`config.mk`:
```
export PLATFORM = sky130hd
export DESIGN_NAME = pipeline_hazard_ctrl_flat
export DESIGN_NICKNAME = d
export VERILOG_FILES = /design/src/rtl/pipeline_hazard_ctrl_pkg.sv /design/src/rtl/pipeline_hazard_ctrl_if.sv /design/src/rtl/pipeline_hazard_ctrl_mem_fsm.sv /design/src/rtl/pipeline_hazard_ctrl.sv /design/src/flat_wrapper.sv
export SDC_FILE = /design/constraint.sdc
export NUM_CORES = 1
export LEC_CHECK = 0
export ABC_AREA = 0
export BUFFER_PORTS_ARGS = -buffer_cell sky130_fd_sc_hd__buf_2
export CAP_MARGIN = 5
export CORE_UTILIZATION = 40
export CTS_CLUSTER_DIAMETER = 120
export DETAILED_ROUTE_END_ITERATION = 10
export HOLD_SLACK_MARGIN = 0.15
export PLACE_DENSITY = 0.67
export SLEW_MARGIN = 20
export SYNTH_ARGS = -nofsm -noshare
export SYNTH_HDL_FRONTEND = slang
export SYNTH_SLANG_ARGS = --single-unit
```
`constraint.sdc`:
```
create_clock -name clk -period 2.4 [get_ports clk]
set_input_delay 0 -clock clk [delete_from_list [all_inputs] [get_ports clk]]
set_output_delay 0 -clock clk [all_outputs]
set_load 0.02 [all_outputs]
```
`src/rtl/pipeline_hazard_ctrl_pkg.sv`:
```
// Shared types and constants for the pipeline hazard controller.
package pipe_ctrl_pkg;

    localparam int REG_AW           = 4;
    localparam int MEM_TIMEOUT_DFLT = 15;

    typedef enum logic [1:0] {
        FWD_RF  = 2'b00,
        FWD_WB  = 2'b01,
        FWD_MEM = 2'b10
    } fwd_sel_t;

    typedef enum logic {
        M_IDLE = 1'b0,
        M_WAIT = 1'b1
    } mem_state_t;

    // Memory-stage producer is newer than writeback, so it wins.
    function automatic fwd_sel_t fwd_select(
        input logic              use_e,
        input logic [REG_AW-1:0] ra_e,
        input logic [REG_AW-1:0] wa_m,
        input logic              we_m,
        input logic [REG_AW-1:0] wa_w,
        input logic              we_w
    );
        fwd_sel_t sel;
        sel = FWD_RF;
        if (use_e && we_m && (wa_m == ra_e)) begin
            sel = FWD_MEM;
        end else if (use_e && we_w && (wa_w == ra_e)) begin
            sel = FWD_WB;
        end else begin
            sel = FWD_RF;
        end
        return sel;
    endfunction

endpackage

```
`src/rtl/pipeline_hazard_ctrl_if.sv`:
```
// Bundle of pipeline-stage status inputs and hazard/memory control outputs.
interface pipeline_hazard_ctrl_if #(parameter int AW = 4);
    logic [AW-1:0] RA1D, RA2D, WA3E, WA3M, WA3W;
    logic          useA_D, useB_D;
    logic          regWriteE, memToRegE;
    logic          regWriteM, memWriteM, memToRegM;
    logic          regWriteW, PCSrcW;
    logic          mem_ready;
    logic [1:0]    forwardAE, forwardBE;
    logic          stallF, stallD, flushD, stallE, flushE, stallM, stallW;
    logic          mem_req, mem_err;

    modport master (
        output RA1D, RA2D, WA3E, WA3M, WA3W, useA_D, useB_D,
               regWriteE, memToRegE, regWriteM, memWriteM, memToRegM,
               regWriteW, PCSrcW, mem_ready,
        input  forwardAE, forwardBE, stallF, stallD, flushD, stallE, flushE,
               stallM, stallW, mem_req, mem_err
    );

    modport slave (
        input  RA1D, RA2D, WA3E, WA3M, WA3W, useA_D, useB_D,
               regWriteE, memToRegE, regWriteM, memWriteM, memToRegM,
               regWriteW, PCSrcW, mem_ready,
        output forwardAE, forwardBE, stallF, stallD, flushD, stallE, flushE,
               stallM, stallW, mem_req, mem_err
    );
endinterface

```
`src/rtl/pipeline_hazard_ctrl_mem_fsm.sv`:
```
// Data-memory request/ready handshake with bounded wait and timeout pulse.
module mem_handshake_fsm
    import pipe_ctrl_pkg::*;
#(
    parameter int MEM_TIMEOUT = 15
) (
    input  logic clk,
    input  logic rst_n,
    input  logic i_mem_op,
    input  logic i_mem_ready,
    output logic o_mem_req,
    output logic o_mem_stall,
    output logic o_mem_err
);

    localparam logic [3:0] TIMEOUT_CNT = 4'(MEM_TIMEOUT - 1);

    mem_state_t r_state, w_state_nxt;
    logic [3:0] r_wait_cnt, w_wait_cnt_nxt;
    logic       w_req, w_timeout;

    // State and wait-counter registers.
    always_ff @(posedge clk or negedge rst_n) begin
        if (!rst_n) begin
            r_state    <= M_IDLE;
            r_wait_cnt <= 4'd0;
        end else begin
            r_state    <= w_state_nxt;
            r_wait_cnt <= w_wait_cnt_nxt;
        end
    end

    // Next-state, request and timeout decode.
    always_comb begin
        w_state_nxt    = r_state;
        w_wait_cnt_nxt = r_wait_cnt;
        w_req          = 1'b0;
        w_timeout      = 1'b0;
        case (r_state)
            M_IDLE: begin
                w_req = i_mem_op;
                if (i_mem_op && !i_mem_ready) begin
                    w_state_nxt    = M_WAIT;
                    w_wait_cnt_nxt = 4'd0;
                end else begin
                    w_state_nxt = M_IDLE;
                end
            end
            M_WAIT: begin
                w_req          = 1'b1;
                w_timeout      = (r_wait_cnt == TIMEOUT_CNT) && !i_mem_ready;
                w_wait_cnt_nxt = (r_wait_cnt == 4'hF) ? r_wait_cnt : r_wait_cnt + 4'd1;
                if (i_mem_ready || w_timeout) begin
                    w_state_nxt = M_IDLE;
                end else begin
                    w_state_nxt = M_WAIT;
                end
            end
            default: begin
                w_state_nxt    = M_IDLE;
                w_wait_cnt_nxt = 4'd0;
            end
        endcase
    end

    // Inputs may be live during reset; keep every output quiet until release.
    assign o_mem_req   = rst_n & w_req;
    assign o_mem_stall = rst_n & w_req & ~i_mem_ready & ~w_timeout;
    assign o_mem_err   = rst_n & w_timeout;

endmodule

```
`src/rtl/pipeline_hazard_ctrl.sv`:
```
// Forwarding, load-use detection and stall/flush priority for the 5-stage pipeline.
module pipeline_hazard_ctrl
#(
    parameter int REG_AW      = pipe_ctrl_pkg::REG_AW,
    parameter int MEM_TIMEOUT = pipe_ctrl_pkg::MEM_TIMEOUT_DFLT
) (
    input  logic                 clk,
    input  logic                 rst_n,
    pipeline_hazard_ctrl_if.slave bus
);
    import pipe_ctrl_pkg::*;

    logic [REG_AW-1:0] r_ra1_e, r_ra2_e;
    logic              r_use_a_e, r_use_b_e;
    logic              w_mem_op, w_mem_stall, w_mem_req, w_mem_err, w_ld_stall;
    logic              w_stall_f, w_stall_d, w_flush_d, w_stall_e, w_flush_e;
    logic              w_stall_m, w_stall_w;
    fwd_sel_t          w_fwd_a, w_fwd_b;

    assign w_mem_op = bus.memWriteM | bus.memToRegM;

    mem_handshake_fsm #(.MEM_TIMEOUT(MEM_TIMEOUT)) u_mem_fsm (
        .clk         (clk),
        .rst_n       (rst_n),
        .i_mem_op    (w_mem_op),
        .i_mem_ready (bus.mem_ready),
        .o_mem_req   (w_mem_req),
        .o_mem_stall (w_mem_stall),
        .o_mem_err   (w_mem_err)
    );

    assign w_ld_stall = bus.memToRegE && bus.regWriteE &&
                        ((bus.useA_D && (bus.WA3E == bus.RA1D)) ||
                         (bus.useB_D && (bus.WA3E == bus.RA2D)));

    // Priority: memory stall, then branch flush, then load-use bubble.
    always_comb begin
        w_stall_f = 1'b0;
        w_stall_d = 1'b0;
        w_flush_d = 1'b0;
        w_stall_e = 1'b0;
        w_flush_e = 1'b0;
        w_stall_m = 1'b0;
        w_stall_w = 1'b0;
        if (!rst_n) begin
            w_flush_e = 1'b0;
        end else if (w_mem_stall) begin
            w_stall_f = 1'b1;
            w_stall_d = 1'b1;
            w_stall_e = 1'b1;
            w_stall_m = 1'b1;
            w_stall_w = 1'b1;
        end else if (bus.PCSrcW) begin
            w_flush_d = 1'b1;
            w_flush_e = 1'b1;
        end else if (w_ld_stall) begin
            w_stall_f = 1'b1;
            w_stall_d = 1'b1;
            w_flush_e = 1'b1;
        end else begin
            w_flush_e = 1'b0;
        end
    end

    // Execute-stage copies of decode source operands.
    always_ff @(posedge clk or negedge rst_n) begin
        if (!rst_n) begin
            r_ra1_e   <= '0;
            r_ra2_e   <= '0;
            r_use_a_e <= 1'b0;
            r_use_b_e <= 1'b0;
        end else if (w_flush_e) begin
            r_ra1_e   <= '0;
            r_ra2_e   <= '0;
            r_use_a_e <= 1'b0;
            r_use_b_e <= 1'b0;
        end else if (!w_stall_e) begin
            r_ra1_e   <= bus.RA1D;
            r_ra2_e   <= bus.RA2D;
            r_use_a_e <= bus.useA_D;
            r_use_b_e <= bus.useB_D;
        end
    end

    assign w_fwd_a = fwd_select(r_use_a_e, r_ra1_e, bus.WA3M, bus.regWriteM, bus.WA3W, bus.regWriteW);
    assign w_fwd_b = fwd_select(r_use_b_e, r_ra2_e, bus.WA3M, bus.regWriteM, bus.WA3W, bus.regWriteW);

    assign bus.forwardAE = w_fwd_a;
    assign bus.forwardBE = w_fwd_b;
    assign bus.stallF    = w_stall_f;
    assign bus.stallD    = w_stall_d;
    assign bus.flushD    = w_flush_d;
    assign bus.stallE    = w_stall_e;
    assign bus.flushE    = w_flush_e;
    assign bus.stallM    = w_stall_m;
    assign bus.stallW    = w_stall_w;
    assign bus.mem_req   = w_mem_req;
    assign bus.mem_err   = w_mem_err;

endmodule
```
`src/flat_wrapper.sv`:
```
// flat-port wrapper written by rule: the top's interface ports become plain ports
module pipeline_hazard_ctrl_flat import pipe_ctrl_pkg::*;
#(
    parameter int REG_AW      = pipe_ctrl_pkg::REG_AW,
    parameter int MEM_TIMEOUT = pipe_ctrl_pkg::MEM_TIMEOUT_DFLT
)
  (clk, rst_n, bus_RA1D, bus_RA2D, bus_WA3E, bus_WA3M, bus_WA3W, bus_useA_D, bus_useB_D, bus_regWriteE, bus_memToRegE, bus_regWriteM, bus_memWriteM, bus_memToRegM, bus_regWriteW, bus_PCSrcW, bus_mem_ready, bus_forwardAE, bus_forwardBE, bus_stallF, bus_stallD, bus_flushD, bus_stallE, bus_flushE, bus_stallM, bus_stallW, bus_mem_req, bus_mem_err);
  pipeline_hazard_ctrl_if bus_i ();
  input  logic clk;
  input  logic rst_n;
  input wire logic [$bits(bus_i.RA1D)-1:0] bus_RA1D;
  input wire logic [$bits(bus_i.RA2D)-1:0] bus_RA2D;
  input wire logic [$bits(bus_i.WA3E)-1:0] bus_WA3E;
  input wire logic [$bits(bus_i.WA3M)-1:0] bus_WA3M;
  input wire logic [$bits(bus_i.WA3W)-1:0] bus_WA3W;
  input wire logic [$bits(bus_i.useA_D)-1:0] bus_useA_D;
  input wire logic [$bits(bus_i.useB_D)-1:0] bus_useB_D;
  input wire logic [$bits(bus_i.regWriteE)-1:0] bus_regWriteE;
  input wire logic [$bits(bus_i.memToRegE)-1:0] bus_memToRegE;
  input wire logic [$bits(bus_i.regWriteM)-1:0] bus_regWriteM;
  input wire logic [$bits(bus_i.memWriteM)-1:0] bus_memWriteM;
  input wire logic [$bits(bus_i.memToRegM)-1:0] bus_memToRegM;
  input wire logic [$bits(bus_i.regWriteW)-1:0] bus_regWriteW;
  input wire logic [$bits(bus_i.PCSrcW)-1:0] bus_PCSrcW;
  input wire logic [$bits(bus_i.mem_ready)-1:0] bus_mem_ready;
  output wire logic [$bits(bus_i.forwardAE)-1:0] bus_forwardAE;
  output wire logic [$bits(bus_i.forwardBE)-1:0] bus_forwardBE;
  output wire logic [$bits(bus_i.stallF)-1:0] bus_stallF;
  output wire logic [$bits(bus_i.stallD)-1:0] bus_stallD;
  output wire logic [$bits(bus_i.flushD)-1:0] bus_flushD;
  output wire logic [$bits(bus_i.stallE)-1:0] bus_stallE;
  output wire logic [$bits(bus_i.flushE)-1:0] bus_flushE;
  output wire logic [$bits(bus_i.stallM)-1:0] bus_stallM;
  output wire logic [$bits(bus_i.stallW)-1:0] bus_stallW;
  output wire logic [$bits(bus_i.mem_req)-1:0] bus_mem_req;
  output wire logic [$bits(bus_i.mem_err)-1:0] bus_mem_err;
  assign bus_i.RA1D = bus_RA1D;
  assign bus_i.RA2D = bus_RA2D;
  assign bus_i.WA3E = bus_WA3E;
  assign bus_i.WA3M = bus_WA3M;
  assign bus_i.WA3W = bus_WA3W;
  assign bus_i.useA_D = bus_useA_D;
  assign bus_i.useB_D = bus_useB_D;
  assign bus_i.regWriteE = bus_regWriteE;
  assign bus_i.memToRegE = bus_memToRegE;
  assign bus_i.regWriteM = bus_regWriteM;
  assign bus_i.memWriteM = bus_memWriteM;
  assign bus_i.memToRegM = bus_memToRegM;
  assign bus_i.regWriteW = bus_regWriteW;
  assign bus_i.PCSrcW = bus_PCSrcW;
  assign bus_i.mem_ready = bus_mem_ready;
  assign bus_forwardAE = bus_i.forwardAE;
  assign bus_forwardBE = bus_i.forwardBE;
  assign bus_stallF = bus_i.stallF;
  assign bus_stallD = bus_i.stallD;
  assign bus_flushD = bus_i.flushD;
  assign bus_stallE = bus_i.stallE;
  assign bus_flushE = bus_i.flushE;
  assign bus_stallM = bus_i.stallM;
  assign bus_stallW = bus_i.stallW;
  assign bus_mem_req = bus_i.mem_req;
  assign bus_mem_err = bus_i.mem_err;
  pipeline_hazard_ctrl #(.REG_AW(REG_AW), .MEM_TIMEOUT(MEM_TIMEOUT)) u_core (.clk(clk), .rst_n(rst_n), .bus(bus_i));
endmodule
```
== Yosys cells after proc, flatten, opt, wreduce, memory -nomap -nowiden ==
Cells that the tools add are included.

* Input bits: 32
* Logic and storage cells: 76
* Output and inout port bits: 13
* Register bits: 15

* Reduce and logical (&&, ||, !) cells: 18
* Eq/ne operators: 11
* Multiplexer cells: 32
* Bitwise gates (word level): 8
* $add $sub $neg: 1

{| class="wikitable"
|+ Operator list
! kind !! number
|-
| $eq 4x4->1 || 6
|-
| $mux 4 || 6
|-
| $mux 1 || 21
|-
| $logic_and 1x1->1 || 14
|-
| $eq 4x4->1 const B || 2
|-
| $pmux 4 s2 || 1
|-
| $add 4x1->4 const B || 1
|-
| $and 1x1->1 || 4
|-
| $mux 2 || 2
|-
| $ne 2x2->1 const B || 2
|-
| $pmux 1 s2 || 2
|-
| $not 1->1 || 3
|-
| $logic_or 1x1->1 || 2
|-
| $ne 2x1->1 const B || 1
|-
| $reduce_and 2->1 || 1
|-
| $logic_not 1->1 || 1
|-
| $or 1x1->1 || 1
|}

== Depth between registers and ports, before layout ==
* Depth in word-level cells: 9
* Mapped depth: 8
* Gate-level depth less buffers: 7

== Modules after synthesis ==
Synthesis repeated with hierarchy kept, for this count alone.

* Cells, all modules: 106
* Area total of the unflattened synthesis: 1054.8 sq um

{| class="wikitable"
|+ By module, submodules not included
! module !! times used !! cells each !! area an instance (sq um) !! seq. area each (sq um)
|-
| pipeline_hazard_ctrl || 1 || 71 || 743.2 || 250.2
|-
| mem_handshake_fsm || 1 || 35 || 311.5 || 125.1
|}

== Worst setup path before layout ==
OpenSTA, ideal clock, no wires.

* Path kind: register to output
* Start: reg u_core.u_mem_fsm.r_wait_cnt[0]
* End: out bus_stallF
* Path buffers: 2
* Slack: 709 ps
* Stages on the path, launching flop included: 9
* Data required time: 2400 ps
* Arrival: 1691 ps
* Cells stage by stage: dfrtp_1 -> inv_1 -> ha_1 -> and4_4 -> or3_4 -> inv_4 -> buf_12 -> a31o_2 -> buf_4

* Longest elaborated chain between the ends: 7

{| class="wikitable"
|+ RTL lines
! what !! line !! source
|-
| start: declaration || pipeline_hazard_ctrl_mem_fsm.sv:19 || <nowiki>logic [3:0] r_wait_cnt, w_wait_cnt_nxt;</nowiki>
|-
| start signal: assignment || pipeline_hazard_ctrl_mem_fsm.sv:29 || <nowiki>r_wait_cnt <= w_wait_cnt_nxt;</nowiki>
|-
| $eq 4x4->1 || pipeline_hazard_ctrl_mem_fsm.sv:51 || <nowiki>w_timeout = (r_wait_cnt == TIMEOUT_CNT) && !i_mem_ready;</nowiki>
|-
| $logic_and 1x1->1 || pipeline_hazard_ctrl_mem_fsm.sv:51 ||
|-
| $mux 1 || pipeline_hazard_ctrl_mem_fsm.sv:39 || <nowiki>case (r_state)</nowiki>
|-
| $not 1->1 || pipeline_hazard_ctrl_mem_fsm.sv:68 || <nowiki>assign o_mem_stall = rst_n & w_req & ~i_mem_ready & ~w_timeout;</nowiki>
|-
| $and 1x1->1 || pipeline_hazard_ctrl_mem_fsm.sv:68 ||
|-
| $mux 1 (2 in series) || -- ||
|-
| end: declaration || flat_wrapper.sv:28 || <nowiki>output wire logic [$bits(bus_i.stallF)-1:0] bus_stallF;</nowiki>
|}

Every way passes these cells.

== Worst setup path after layout ==
* Start: in bus_RA2D[0]
* End: out bus_stallF

* Longest elaborated chain between the ends: 8

{| class="wikitable"
|+ RTL lines
! what !! line !! source
|-
| start: declaration || flat_wrapper.sv:12 || <nowiki>input wire logic [$bits(bus_i.RA2D)-1:0] bus_RA2D;</nowiki>
|-
| $eq 4x4->1 || pipeline_hazard_ctrl.sv:34 || <nowiki>(bus.useB_D && (bus.WA3E == bus.RA2D)));</nowiki>
|-
| $logic_and 1x1->1 || pipeline_hazard_ctrl.sv:34 ||
|-
| $logic_or 1x1->1 || pipeline_hazard_ctrl.sv:33 || <nowiki>((bus.useA_D && (bus.WA3E == bus.RA1D)) ||</nowiki>
|-
| $logic_and 1x1->1 || pipeline_hazard_ctrl.sv:32 || <nowiki>assign w_ld_stall = bus.memToRegE && bus.regWriteE &&</nowiki>
|-
| $mux 1 || pipeline_hazard_ctrl.sv:56 || <nowiki>end else if (w_ld_stall) begin</nowiki>
|-
| $mux 1 || pipeline_hazard_ctrl.sv:53 || <nowiki>end else if (bus.PCSrcW) begin</nowiki>
|-
| $mux 1 || pipeline_hazard_ctrl.sv:47 || <nowiki>end else if (w_mem_stall) begin</nowiki>
|-
| $mux 1 || pipeline_hazard_ctrl.sv:45 || <nowiki>if (!rst_n) begin</nowiki>
|}

Every way passes these cells.

==> out/metrics.cfg <==
[status]
outcome=finished, final reports clean

[routing]
wl_mm=3.182
drc=0
drtIter0Drc=62
firstDrtPassIters=4
routedWlPerCell_um=15.08
viasPerCell=5.545
antenna_left=0
vias=1170

[grt]
gr-total-overflow=0
track_usage_pct=22.04
antenna_found_initial=0
grt_pass1_vias=1149
grt_pass1_wl_mm=5.375
grt_max_degree=19

[sta]
slew_headroom_pct=38.60
slew_viol_final=0
period_needed_ps=2125
fin_crit_sh_pct=88.54
clock_skew_ps=6.605
final-hold-violation-count=0
fmax_mhz=470.6
setup-tns-final_ps=0
tightestPinTransition_ps=921.0
setup_slack_ps=275.1
hold_ws_ps=194.2
setup_viol=0
rsz0062_at_grt=false

[synth]
synth_cells=126
synthMuxAreaShare_pct=1.921
ys_seq_area_share_pct=32.02
synth_area_leader_cell=dfrtp_1
synth_compound_area_share_pct=18.46
avgSynthCellArea_um2=9.305
synthTopCellsByArea=dfrtp_1, xnor2_1, nand3_1, a22oi_2, xor2_1
async_reset_ff_share_pct=100.0
synth_cell_types=31
yosysMostFrequentCell=nand3_1
synth_top_cell_area_share_pct=32.02
synthAdderAreaFrac_pct=2.134
ys.flop_type=dfrtp_1
ys.warnings.count=0
synth_nets=160
ys_ff_latch=15
synth-simple-area-share_pct=17.18
synth_area_um2=1172
synth_top_family_by_area=XOR/XNOR gates
synth-xor-area-share_pct=19.42
synth_edf_count=0
synth_common_cells=nand3_1, xnor2_1, dfrtp_1

[min_path]
hold_end=u_core.r_ra1_e[3]$_DFFE_PN0P_
min_from=bus_PCSrcW
hold_depth=4
min_path_type=primary input to flop

[cells_and_area]
fillers=248
finalNetCount=215
seqCellArea_um2=375.4
n_antenna_cell=0
multiInputGateArea_um2=693.2
final_cells=211
drive_above_1_share_pct=34.44
syn2layout_area_growth_pct=30.52

[worst_setup_path]
timing.rr.start=u_core.u_mem_fsm.r_wait_cnt[0]$_DFFE_PN0P_
reg2reg_depth=7
timing.rr.end=u_core.r_ra2_e[3]$_DFFE_PN0P_
rrSetupSlack_ps=690
endpoint_kind=output pin
crit_arrival_ps=2120
worstSetupPathType=primary input to output pin
startpoint_type=primary input
cp_max_fo=12
required_ps=2400

[clock_network]
cts_tree=built
clkLatencyLatePin_ps=280
clockBufferDepth=2
clk_pin_slew_ps=90
cts_root_buf=clkbuf_4
cts-htree-levels=1
clock-sinks=15
cts_buffers=3

[die]
coreArea_um2=2758
io-pin-count=45
die_h_um=56.14
dieArea_um2=3152
initial_core_util_pct=42.51
core.rowCount=19
die_x_um=56.14

[power_and_ir_drop]
power_w=0.0007506
p_leak_nw=0.6909
ir_drop_v=0.0003662
power.density_nw_per_um2=490.5

[placed_design]
dpl.cell_count=193
place_ws_ps=668.9
dpl.hpwl_mm=2.281
globalplace.congestion=0.9253
numPortBuffers=44

[job]
max_cap_viol_count=0

power breakdown:
group          switching, W  internal [W]  leakage, nW
clock             0.0000822     0.0000645       0.0150
combinational      0.000127      0.000130        0.492
sequential        0.0000552      0.000292        0.184
total              0.000264      0.000486        0.691
metal layers:
| layer | part of all wire (%) | GRT usage [%] |
|---|---|---|
| met4 | 1.8 | 9.059 |
| met3 | 6.3 | 2.326 |
| met1 | 42 | 27.61 |
| met2 | 50 | 38.44 |
| met5 | 0 | 0 |
metrics by stage:
stage,util (%),instance area (um^2)
6_report,55.49,1530
4_1_cts,55.49,1530
3_5_place_dp,49.46,1364
2_1_floorplan,-,1172
5_1_grt,55.49,1530
3_3_place_gp,49.46,1364
sequential cells by signal, indices dropped and copies added, names as in the netlist:
register	cells
u_core.u_mem_fsm.r_wait_cnt	4
u_core.r_ra1_e	4
u_core.r_use_b_e	1
u_core.u_mem_fsm.r_state	1
u_core.r_use_a_e	1
u_core.r_ra2_e	4
how the worst max path moves through the flow:
stage               slack (ps)  depth (start not counted)    endpoint                                       start
detailed placement         670                          7  bus_stallF  u_core.u_mem_fsm.r_wait_cnt[0]$_DFFE_PN0P_
finish                     280                          7  bus_stallF                                 bus_RA2D[0]
CTS                        330                          7  bus_stallF  u_core.u_mem_fsm.r_wait_cnt[0]$_DFFE_PN0P_
global route               130                          7  bus_stallF                                 bus_RA2D[1]
floorplan                  710                          8  bus_stallF  u_core.u_mem_fsm.r_wait_cnt[0]$_DFFE_PN0P_
global placement           710                          7  bus_stallF  u_core.u_mem_fsm.r_wait_cnt[0]$_DFFE_PN0P_
cell families after synthesis:
logic type / count (synthesis)
AND/OR/NAND/NOR: 38
AO/OA/AOI/OAI: 27
XOR/XNOR: 26
buffers and inverters: 16
flip-flops: 15
multiplexers: 2
adder cells (fa/ha/maj): 2
cell type report:
| cell class | count | area share (%) |
|---|---|---|
| tap | 31 | 2.535 |
| inverter | 7 | 1.881 |
| clock buffer | 4 | 1.717 |
| sequential | 15 | 24.53 |
| timing repair buffer | 59 | 24.04 |
| multi-input combinational | 95 | 45.30 |
cells in the final DEF (no fill, tap or decap), drive strengths merged, types with 3 or more instances in the layout:
master       Yosys  final
a22oi           10     10
buf              8     45
clkbuf           1      4
dfrtp           15     15
dlygate4sd3      0     14
inv              7      7
nand3           21     21
nor2             5      5
nor3             4      4
nor4             3      3
o21ai           10     10
xnor2           19     19
xor2             7      7
worst max-delay path: stages:
cell and delay [ps]:
dlygate4sd3_1 540, buf_2 150, xnor2_1 160, nand3_1 90, o22ai_1 720, a31o_2 280, buf_2 170
timing repair:
action | 4_1_cts | 5_1_grt
setup buffers | 0 | 0
gates resized for setup | 0 | 0
setup endpoints to repair | 0 | 0
hold buffers | 14 | 0
hold endpoints to repair | 28 | 0
(Power assumes the default switching activity.)
